==> src/rtl/cpu_read_pkg.sv <==
// Shared definitions for the CPU readback/status block: address map,
// version constant, counter width and status/sticky bit positions.
package cpu_read_pkg;

   localparam int unsigned ADDR_W = 9;
   localparam int unsigned DATA_W = 32;
   localparam int unsigned CNT_W  = 32;

   // CPU word addresses of the readback map
   localparam logic [ADDR_W-1:0] ADDR_STATUS    = 9'd1;
   localparam logic [ADDR_W-1:0] ADDR_STICKY    = 9'd2;
   localparam logic [ADDR_W-1:0] ADDR_MAC_CNT   = 9'd3;
   localparam logic [ADDR_W-1:0] ADDR_WRADDR    = 9'd4;
   localparam logic [ADDR_W-1:0] ADDR_RDADDR    = 9'd5;
   localparam logic [ADDR_W-1:0] ADDR_SRC_CNT   = 9'd20;
   localparam logic [ADDR_W-1:0] ADDR_USEDW     = 9'd21;
   localparam logic [ADDR_W-1:0] ADDR_VERSION   = 9'd30;
   localparam logic [ADDR_W-1:0] ADDR_DBG_CYC   = 9'd31;
   localparam logic [ADDR_W-1:0] ADDR_DBG_OVFTS = 9'd32;

   localparam logic [DATA_W-1:0] VERSION = 32'h5344_0100;

   // Level status word bit positions (address 1)
   localparam int unsigned STAT_MAC_BUSY_BIT = 0;
   localparam int unsigned STAT_OVF_SEEN_BIT = 1;
   localparam int unsigned STAT_SRC_BUSY_BIT = 2;

   // Sticky event word bit positions (address 2)
   localparam int unsigned STK_TX_DONE_BIT = 0;
   localparam int unsigned STK_WR_DONE_BIT = 1;
   localparam int unsigned STK_RD_DONE_BIT = 2;
   localparam int unsigned STK_OVF_BIT     = 3;
   localparam int unsigned STK_W           = 4;

   localparam logic [CNT_W-1:0] CNT_MAX = {CNT_W{1'b1}};
   localparam logic [CNT_W-1:0] CNT_ONE = {{(CNT_W-1){1'b0}}, 1'b1};

   // Sticky update: a clear wipes the old bits, but events in the same
   // cycle are OR-ed in afterwards so they are never lost.
   function automatic logic [STK_W-1:0] sticky_update(
      input logic [STK_W-1:0] cur,
      input logic             clr,
      input logic [STK_W-1:0] set
   );
      logic [STK_W-1:0] base;
      if (clr) begin
         base = {STK_W{1'b0}};
      end else begin
         base = cur;
      end
      return base | set;
   endfunction

endpackage

==> src/rtl/cpu_read_con_evt_counter.sv <==
// Saturating event counter with clear. A clear and an increment in the
// same cycle leave the counter at 1 so the coincident event is kept.
module evt_counter
   import cpu_read_pkg::*;
(
   input  logic             clk,
   input  logic             nRST,
   input  logic             inc,
   input  logic             clr,
   output logic [CNT_W-1:0] count
);

   logic [CNT_W-1:0] cnt_r;
   logic [CNT_W-1:0] cnt_next_s;

   // Next count: clear has priority over the old value, event wins over clear
   always_comb begin
      cnt_next_s = cnt_r;
      if (clr) begin
         if (inc) begin
            cnt_next_s = CNT_ONE;
         end else begin
            cnt_next_s = {CNT_W{1'b0}};
         end
      end else if (inc && (cnt_r != CNT_MAX)) begin
         cnt_next_s = cnt_r + CNT_ONE;
      end else begin
         cnt_next_s = cnt_r;
      end
   end

   // Counter register
   always_ff @(posedge clk or negedge nRST) begin
      if (!nRST) begin
         cnt_r <= {CNT_W{1'b0}};
      end else begin
         cnt_r <= cnt_next_s;
      end
   end

   assign count = cnt_r;

endmodule

==> src/rtl/cpu_read_con.sv <==
// CPU readback and status block. Detects a new read strobe, returns the
// addressed word one cycle after acceptance and maintains clear-on-read
// sticky flags and saturating event counters.
// Optional feature macro: CPU_RD_DEBUG_EN adds a free-running cycle counter
// (address 31) and an overflow timestamp (address 32).
module cpu_read_con
   import cpu_read_pkg::*;
(
   input  logic              clk,
   input  logic              nRST,
   input  logic              cpu_rd_n,
   input  logic [ADDR_W-1:0] cpu_addr,
   output logic [DATA_W-1:0] cpu_rdata,
   output logic              cpu_rdata_valid,
   input  logic              mac_busy,
   input  logic              mac_tx_done,
   input  logic              sdram_wr_done,
   input  logic              sdram_rd_done,
   input  logic              sdram_fifo_ovf,
   input  logic [15:0]       sdram_wraddr_cur,
   input  logic [15:0]       sdram_rdaddr_cur,
   input  logic              source_busy,
   input  logic              source_frame_done,
   input  logic [15:0]       source_fifo_usedw
);

   // Strobe history: rd_n_r holds the strobe sampled at the last edge,
   // rd_n_prev_r the one before. Both reset high so a strobe already low
   // at reset release is accepted exactly once.
   logic              rd_n_r;
   logic              rd_n_prev_r;
   logic [ADDR_W-1:0] addr_r;
   logic              accept_s;

   logic [STK_W-1:0]  sticky_r;
   logic [STK_W-1:0]  sticky_set_s;
   logic [STK_W-1:0]  sticky_next_s;
   logic              sticky_clr_s;
   logic              ovf_seen_r;

   logic              mac_clr_s;
   logic              src_clr_s;
   logic [CNT_W-1:0]  mac_cnt_s;
   logic [CNT_W-1:0]  src_cnt_s;

   logic [DATA_W-1:0] rd_mux_s;
   logic [DATA_W-1:0] rdata_r;
   logic              rdata_valid_r;

`ifdef CPU_RD_DEBUG_EN
   logic [DATA_W-1:0] cyc_cnt_r;
   logic [DATA_W-1:0] ovf_ts_r;
`endif

   // Strobe and address sampling
   always_ff @(posedge clk or negedge nRST) begin
      if (!nRST) begin
         rd_n_r      <= 1'b1;
         rd_n_prev_r <= 1'b1;
         addr_r      <= {ADDR_W{1'b0}};
      end else begin
         rd_n_r      <= cpu_rd_n;
         rd_n_prev_r <= rd_n_r;
         addr_r      <= cpu_addr;
      end
   end

   // One accept per low period: strobe newly seen low at the last edge
   assign accept_s = (~rd_n_r) & rd_n_prev_r;

   // Clear-on-read decode for the accepted address
   always_comb begin
      sticky_clr_s = 1'b0;
      mac_clr_s    = 1'b0;
      src_clr_s    = 1'b0;
      if (accept_s) begin
         case (addr_r)
            ADDR_STICKY:  sticky_clr_s = 1'b1;
            ADDR_MAC_CNT: mac_clr_s    = 1'b1;
            ADDR_SRC_CNT: src_clr_s    = 1'b1;
            default: begin
               sticky_clr_s = 1'b0;
               mac_clr_s    = 1'b0;
               src_clr_s    = 1'b0;
            end
         endcase
      end else begin
         sticky_clr_s = 1'b0;
         mac_clr_s    = 1'b0;
         src_clr_s    = 1'b0;
      end
   end

   // Gather the event pulses feeding the sticky flags
   always_comb begin
      sticky_set_s                  = {STK_W{1'b0}};
      sticky_set_s[STK_TX_DONE_BIT] = mac_tx_done;
      sticky_set_s[STK_WR_DONE_BIT] = sdram_wr_done;
      sticky_set_s[STK_RD_DONE_BIT] = sdram_rd_done;
      sticky_set_s[STK_OVF_BIT]     = sdram_fifo_ovf;
      sticky_next_s = sticky_update(sticky_r, sticky_clr_s, sticky_set_s);
   end

   // Sticky flags and the reset-only overflow-seen flag
   always_ff @(posedge clk or negedge nRST) begin
      if (!nRST) begin
         sticky_r   <= {STK_W{1'b0}};
         ovf_seen_r <= 1'b0;
      end else begin
         sticky_r   <= sticky_next_s;
         ovf_seen_r <= ovf_seen_r | sdram_fifo_ovf;
      end
   end

   evt_counter u_mac_cnt (
      .clk   (clk),
      .nRST  (nRST),
      .inc   (mac_tx_done),
      .clr   (mac_clr_s),
      .count (mac_cnt_s)
   );

   evt_counter u_src_cnt (
      .clk   (clk),
      .nRST  (nRST),
      .inc   (source_frame_done),
      .clr   (src_clr_s),
      .count (src_cnt_s)
   );

`ifdef CPU_RD_DEBUG_EN
   // Free-running cycle counter and timestamp of the latest overflow
   always_ff @(posedge clk or negedge nRST) begin
      if (!nRST) begin
         cyc_cnt_r <= 32'd0;
         ovf_ts_r  <= 32'd0;
      end else begin
         cyc_cnt_r <= cyc_cnt_r + 32'd1;
         if (sdram_fifo_ovf) begin
            ovf_ts_r <= cyc_cnt_r;
         end else begin
            ovf_ts_r <= ovf_ts_r;
         end
      end
   end
`endif

   // Read mux: pre-clear values and levels as seen in the accept cycle
   always_comb begin
      rd_mux_s = 32'd0;
      case (addr_r)
         ADDR_STATUS: begin
            rd_mux_s                    = 32'd0;
            rd_mux_s[STAT_MAC_BUSY_BIT] = mac_busy;
            rd_mux_s[STAT_OVF_SEEN_BIT] = ovf_seen_r;
            rd_mux_s[STAT_SRC_BUSY_BIT] = source_busy;
         end
         ADDR_STICKY:    rd_mux_s = {28'd0, sticky_r};
         ADDR_MAC_CNT:   rd_mux_s = mac_cnt_s;
         ADDR_WRADDR:    rd_mux_s = {16'd0, sdram_wraddr_cur};
         ADDR_RDADDR:    rd_mux_s = {16'd0, sdram_rdaddr_cur};
         ADDR_SRC_CNT:   rd_mux_s = src_cnt_s;
         ADDR_USEDW:     rd_mux_s = {16'd0, source_fifo_usedw};
         ADDR_VERSION:   rd_mux_s = VERSION;
`ifdef CPU_RD_DEBUG_EN
         ADDR_DBG_CYC:   rd_mux_s = cyc_cnt_r;
         ADDR_DBG_OVFTS: rd_mux_s = ovf_ts_r;
`endif
         default:        rd_mux_s = 32'd0;
      endcase
   end

   // Read data capture: update and pulse valid on accept, otherwise hold
   always_ff @(posedge clk or negedge nRST) begin
      if (!nRST) begin
         rdata_r       <= 32'd0;
         rdata_valid_r <= 1'b0;
      end else if (accept_s) begin
         rdata_r       <= rd_mux_s;
         rdata_valid_r <= 1'b1;
      end else begin
         rdata_r       <= rdata_r;
         rdata_valid_r <= 1'b0;
      end
   end

   assign cpu_rdata       = rdata_r;
   assign cpu_rdata_valid = rdata_valid_r;

endmodule

==> config.mk <==
export PLATFORM = sky130hd
export DESIGN_NAME = cpu_read_con
export DESIGN_NICKNAME = d
export VERILOG_FILES = /design/src/rtl/cpu_read_pkg.sv /design/src/rtl/cpu_read_con_evt_counter.sv /design/src/rtl/cpu_read_con.sv
export SDC_FILE = /design/constraint.sdc
export NUM_CORES = 1
export LEC_CHECK = 0
export ABC_AREA = 1
export CAP_MARGIN = 15
export CORE_UTILIZATION = 30
export DETAILED_ROUTE_END_ITERATION = 7
export PLACE_DENSITY_LB_ADDON = 0.2
export REMOVE_ABC_BUFFERS = 1
export SYNTH_ARGS = -nofsm -noshare
export SYNTH_HDL_FRONTEND = slang
export SYNTH_SLANG_ARGS = --single-unit
==> constraint.sdc <==
create_clock -name clk -period 2.7 [get_ports clk]
set_clock_uncertainty 0.2 [all_clocks]
set_input_delay 0.54 -clock clk [delete_from_list [all_inputs] [get_ports clk]]
set_output_delay 0.54 -clock clk [all_outputs]
set_load 0.05 [all_outputs]
After elaboration in Yosys (flattened, before gate mapping)
Index checks and enable logic that the tools add are counted.
{"block": "totals", "input_bits": 67, "output_inout_bits": 33, "elab_cells": 44, "ff_bits": 113}
{"block": "op_classes", "n_eq_ne": 10, "n_mux": 15, "n_reduce_logical": 4, "n_addsub": 2, "bitwise_logic": 4}
{"operator": "one-hot mux 32 bit (8 select lines)", "count": 1}
{"operator": "two-way mux 32 bit", "count": 4}
{"operator": "adder 32 x 1 -> 32 bit, second input constant", "count": 2}
{"operator": "inequality test 32 bit, second input constant", "count": 2}
{"operator": "equality test 9 x 5 -> 1 bit, second input constant", "count": 3}
{"operator": "equality test 9 x 2 -> 1 bit, second input constant", "count": 2}
{"operator": "equality test 9 x 3 -> 1 bit, second input constant", "count": 2}
{"operator": "equality test 9 x 1 -> 1 bit, second input constant", "count": 1}
{"operator": "two-way mux 1 bit", "count": 9}
{"operator": "two-way mux 4 bit", "count": 1}
{"operator": "OR 4 bit", "count": 1}
{"operator": "nonzero test 2 bit", "count": 2}
{"operator": "logical AND 1 bit", "count": 2}
{"operator": "AND 1 bit", "count": 1}
{"operator": "inverter 1 bit", "count": 1}
{"operator": "OR 1 bit", "count": 1}

Longest topological paths before layout
{"block": "depth", "ltp_word": 5, "mapped_depth": 12, "depth_no_buf": 11}

Hierarchy
From an unflattened synthesis, not the netlist that was laid out.
{"block": "unflattened", "cells_unflattened": 1115, "hier_area_um2": 7444.6}
{"mod": "evt_counter", "cells_per_inst": 347, "area_per_inst_um2": 2234.6, "n_inst": 2, "seq_area_each_um2": 800.8}
{"mod": "cpu_read_con", "cells_per_inst": 421, "area_per_inst_um2": 2975.4, "n_inst": 1, "seq_area_each_um2": 1228.7}

Worst setup path after synthesis
OpenSTA, ideal clock, no wires.
{"block": "synth_timing", "path_type": "register to register", "start": "register u_src_cnt.cnt_r[0] (netlist: u_src_cnt.count[0])", "end": "register u_src_cnt.cnt_r[14] (netlist: u_src_cnt.count[14])", "setup_time_ps": 66, "arrival_ps": 1695, "synth_period_minus_slack_ps": 1961, "n_path_buf": 1, "path_slack_ps": 739, "required_ps": 2434, "path_stages_with_launch": 10, "path_cell_list": "dfrtp_1 ha_1 inv_1 nor2_4 nand2_2 nor2_4 a21oi_2 clkbuf_1 nand4_1 nand2_1"}
{"block": "synth_via", "elab_chain_cells": 3, "elab_cells_between_ends": 6, "classes_between": "1 x add/sub; 1 x eq/ne; 2 x mux; 2 x reduce/logical"}
{"element": "start, declared", "line_no": "cpu_read_con_evt_counter.sv:13", "rtl": "logic [CNT_W-1:0] cnt_r;"}
{"element": "start signal, assigned", "line_no": "cpu_read_con_evt_counter.sv:35", "rtl": "cnt_r <= {CNT_W{1'b0}};"}
{"element": "start signal, assigned", "line_no": "cpu_read_con_evt_counter.sv:37", "rtl": "cnt_r <= cnt_next_s;"}
{"element": "adder 32 x 1 -> 32 bit / inequality test 32 bit (equally long branches)", "line_no": "cpu_read_con_evt_counter.sv:26, cpu_read_con_evt_counter.sv:25"}
{"element": "two-way mux 32 bit / logical AND 1 bit (equally long branches)", "line_no": "cpu_read_con_evt_counter.sv:25", "rtl": "end else if (inc && (cnt_r != CNT_MAX)) begin"}
{"element": "two-way mux 32 bit / nonzero test 2 bit (equally long branches)"}
Several ways; a longest one is shown, not always the timed one. The select of a mux whose other input is x is not followed.
A chain may end at the register's enable or synchronous reset.

Worst setup path after layout
{"block": "layout_timing", "start": "register u_mac_cnt.cnt_r[0] (netlist: u_mac_cnt.count[0])", "end": "register u_mac_cnt.cnt_r[22] (netlist: u_mac_cnt.count[22])"}
{"block": "layout_via", "elab_chain_cells": 3, "elab_cells_between_ends": 6, "classes_between": "1 x add/sub; 1 x eq/ne; 2 x mux; 2 x reduce/logical"}
{"element": "start, declared", "line_no": "cpu_read_con_evt_counter.sv:13"}
{"element": "start signal, assigned", "line_no": "cpu_read_con_evt_counter.sv:35"}
{"element": "start signal, assigned", "line_no": "cpu_read_con_evt_counter.sv:37"}
{"element": "adder 32 x 1 -> 32 bit / inequality test 32 bit (equally long branches)", "line_no": "cpu_read_con_evt_counter.sv:26, cpu_read_con_evt_counter.sv:25"}
{"element": "two-way mux 32 bit / logical AND 1 bit (equally long branches)", "line_no": "cpu_read_con_evt_counter.sv:25"}
{"element": "two-way mux 32 bit / nonzero test 2 bit (equally long branches)"}
Several ways; a longest one is shown, not always the timed one. The select of a mux whose other input is x is not followed.

==> results.yml <==
synth:
  yosysWarningCount: 0
  synth_top_cell_area_share_pct: 38.4
  ys_seq_area_share_pct: 39.2
  yosys.area.top_type: "dfrtp_1"
  ys_types: 33
  synth.top_cells.by_count: "nand2_1, nor2_1, nand3_1"
  synth_seq_cells: 113
  synth_flop_cell: "dfrtp_1"
  synth-compound-area-share_pct: 5.19
  syn-mean-instance-area_sq_um: 6.74
  netlist_area_sq_um: 7230
  synth_area_leaders: "dfrtp_1, nand2_1, nand3_1, nor2_1, inv_1"
  synth_edf_count: 0
  synth_cells: 1072
  synthArstFlopShare_pct: 100
  synthMostInstantiatedCell: "nand2_1"
  synth_top_family_by_area: "simple AND/OR/NAND/NOR gates"
  synth-simple-area-share_pct: 45.7
  synthMuxAreaShare_pct: 0
  synth_fa_ha_area_share_pct: 0.346
  synth_xor_xnor_area_share_pct: 1.94
detailed_routing:
  topRoutingLayerUsed: "met4"
  firstDrtPassIters: 6
  remaining_drc_errors: 0
  vias: 7291
  met3WireLength_microns: 942
  wire_per_inst_microns: 16.3
  drtAntennaViolNets: 0
  dr_wl_met2_microns: 12400
  drtIter0Drc: 554
  wl_microns: 24700
  wl_met1_microns: 11100
  viasPerCell: 4.81
global_routing:
  grt_usage_pct: 21.1
  grt_overflow: 0
  grt_max_degree: 35
  grt_pass1_vias: 7026
  grt_pass1_wl_microns: 39200
  antenna_found_initial: 0
cells_and_area:
  nNetsFinal: 1254
  final_cell_count_no_fill: 1517
  diodes: 0
  post-route-util_pct: 39.3
  area_delta_synth_final_pct: 28.0
  drive_above_1_share_pct: 9.68
clock_network:
  cts_tree: "done"
  clk-insertion-delay-late_ps: 420
  clock-sinks: 113
  cts_root_buffer: "clkbuf_16"
  h-tree-depth: 4
  clockBufferDepth: 2
  clk_pin_slew_ps: 50
  numCtsBuffers: 17
  post_cts_resized: 0
floorplanning:
  rows: 56
  pin_count: 100
  die_area_sq_um: 24700
  initial_core_util_pct: 30.7
  fp.dieH_microns: 157
  design.core.area_sq_um: 23500
  die-width_microns: 157
sta:
  hold_viol_final: 0
  tns_ps: 0
  relSlewSlack_pct: 35.6
  final-max-slew-violation-count: 0
  max_freq_ghz: 0.409
  setup_violations: 0
  rsz0062_at_grt: "no"
  worst_slew_pin_slew_ps: 965
  period_minus_slack_ps: 2450
  layout_worst_path_cycle_share_pct: 90.6
power_and_ir_drop:
  finalPower_uw: 4640
  p_leak_uw: 0.00437
  ir_drop_mv: 0.360
  p_per_area_nw_per_um2: 502
run:
  maxCapViolations: 0
critical_path:
  path_class: "flop to flop"
  worst_setup_path_start_kind: "flop"
  crit_path_cell_trace: "ha_1 > nand2_1 > nor2_4 > nand2_4 > nor2_4 > a21oi_2 > buf_4 > nand4_1 > nand2_1"
  worstPathArrival_ps: 2600
  slowest_delay_ps: 730
  worstPathMaxFanout: 20
  worstSetupEndpointType: "flop"
  cp_slowest_cell: "a21oi_2"
  worstPathRequired_ps: 2860
placed_design:
  dp_cells: 1484
  routabilityCongestion: 0.962
  io_buffers: 99
  dp_hpwl_microns: 18800
hold_path:
  hold_path_class: "flop to flop"
run_status:
  status: "complete, no violations"
## worst max-delay path: cells and delay by family, from the launching register on
kind                       cells  cell delay (ps)
buffers and inverters          1              310
adders and majority gates      1              230
AOI/OAI and AO/OA              1              730
and+or+nand+nor                6              500
DFF                            1              400
## metal layers
| metal | global-route usage [%] | vias up |
|---|---|---|
| met5 | 0 | - |
| met4 | 5.27 | 0 |
| met3 | 3.80 | 24 |
| met2 | 36.0 | 155 |
| met1 | 27.3 | 3453 |
| li1 | - | 3659 |
## logic make-up (layout without fill, tap and decap cells)
group           Yosys count  after routing
xor+xnor                 16             16
simple gates            757            757
buf+inv                 128            254
compound gates           56             56
flops                   113            113
fa+ha+maj                 2              2
## final timing paths
check / start / endpoint / slack, ps / cells past startpoint
setup / recovery: u_mac_cnt.count[0] / u_mac_cnt.count[22] / 250 / 9
hold / removal: rd_n_r / rd_n_prev_r / 160 / 0
min in group asynchronous: nRST / addr_r[2] / 450 / 2
setup reg to reg: u_mac_cnt.count[0] / u_mac_cnt.count[22] / 250 / 9
max in group asynchronous: nRST / rd_n_r / 1160 / 3
hold reg to reg: rd_n_r / rd_n_prev_r / 160 / 0
## placed cells by master, fill, tap and decap left out, drive strengths merged, types with 2 or more instances in the layout
| cell | count |
|---|---|
| a21oi | 4 |
| buf | 28 |
| bufinv | 3 |
| clkbuf | 21 |
| clkdlybuf4s50 | 98 |
| clkinv | 6 |
| clkinvlp | 3 |
| dfrtp | 111 |
| dfstp | 2 |
| ha | 2 |
| inv | 94 |
| nand2 | 431 |
| nand3 | 126 |
| nand3b | 6 |
| nand4 | 42 |
| nor2 | 141 |
| o211ai | 15 |
| o21ai | 33 |
| o21bai | 4 |
| or2 | 9 |
| xnor2 | 4 |
| xor2 | 12 |
## sequential cells by signal, summed over array words and instances (netlist names)
name	count
cpu_rdata	32
u_mac_cnt.count	32
u_src_cnt.count	32
addr_r	9
sticky_r	4
cpu_rdata_valid	1
ovf_seen_r	1
rd_n_prev_r	1
rd_n_r	1
## power breakdown
group          internal [uW]  leakage [uW]  switching, uW
clock network           1460      0.000283            811
registers               1770       0.00149            107
logic                    212       0.00260            277
total                   3450       0.00437           1200
## timing repair
action                     in CTS  in global routing
hold endpoints to repair       30                  0
setup buffers                   0                  0
setup endpoints to repair       0                  0
hold buffers                    1                  0
## cell type report
class | instances | area [sq um]
inverter | 95 | 364
sequential | 113 | 2830
tap | 319 | 399
timing repair buffer | 127 | 1230
fill | 2552 | 14300
clock inverter | 11 | 138
clock buffer | 21 | 450
multi-input combinational | 831 | 3840
## stage by stage
step / hold WS [ps] / instance area (sq um) / worst slack, ps
after floorplan: 44.4 / 7040 / -244
after CTS: 166 / 9250 / 234
after global placement: 157 / 8650 / 157
after detailed placement: 158 / 8650 / 151
after global routing: 174 / 9250 / 59.9
final: 164 / 9250 / 254
No activity file was read; power rests on OpenSTA's default activity.
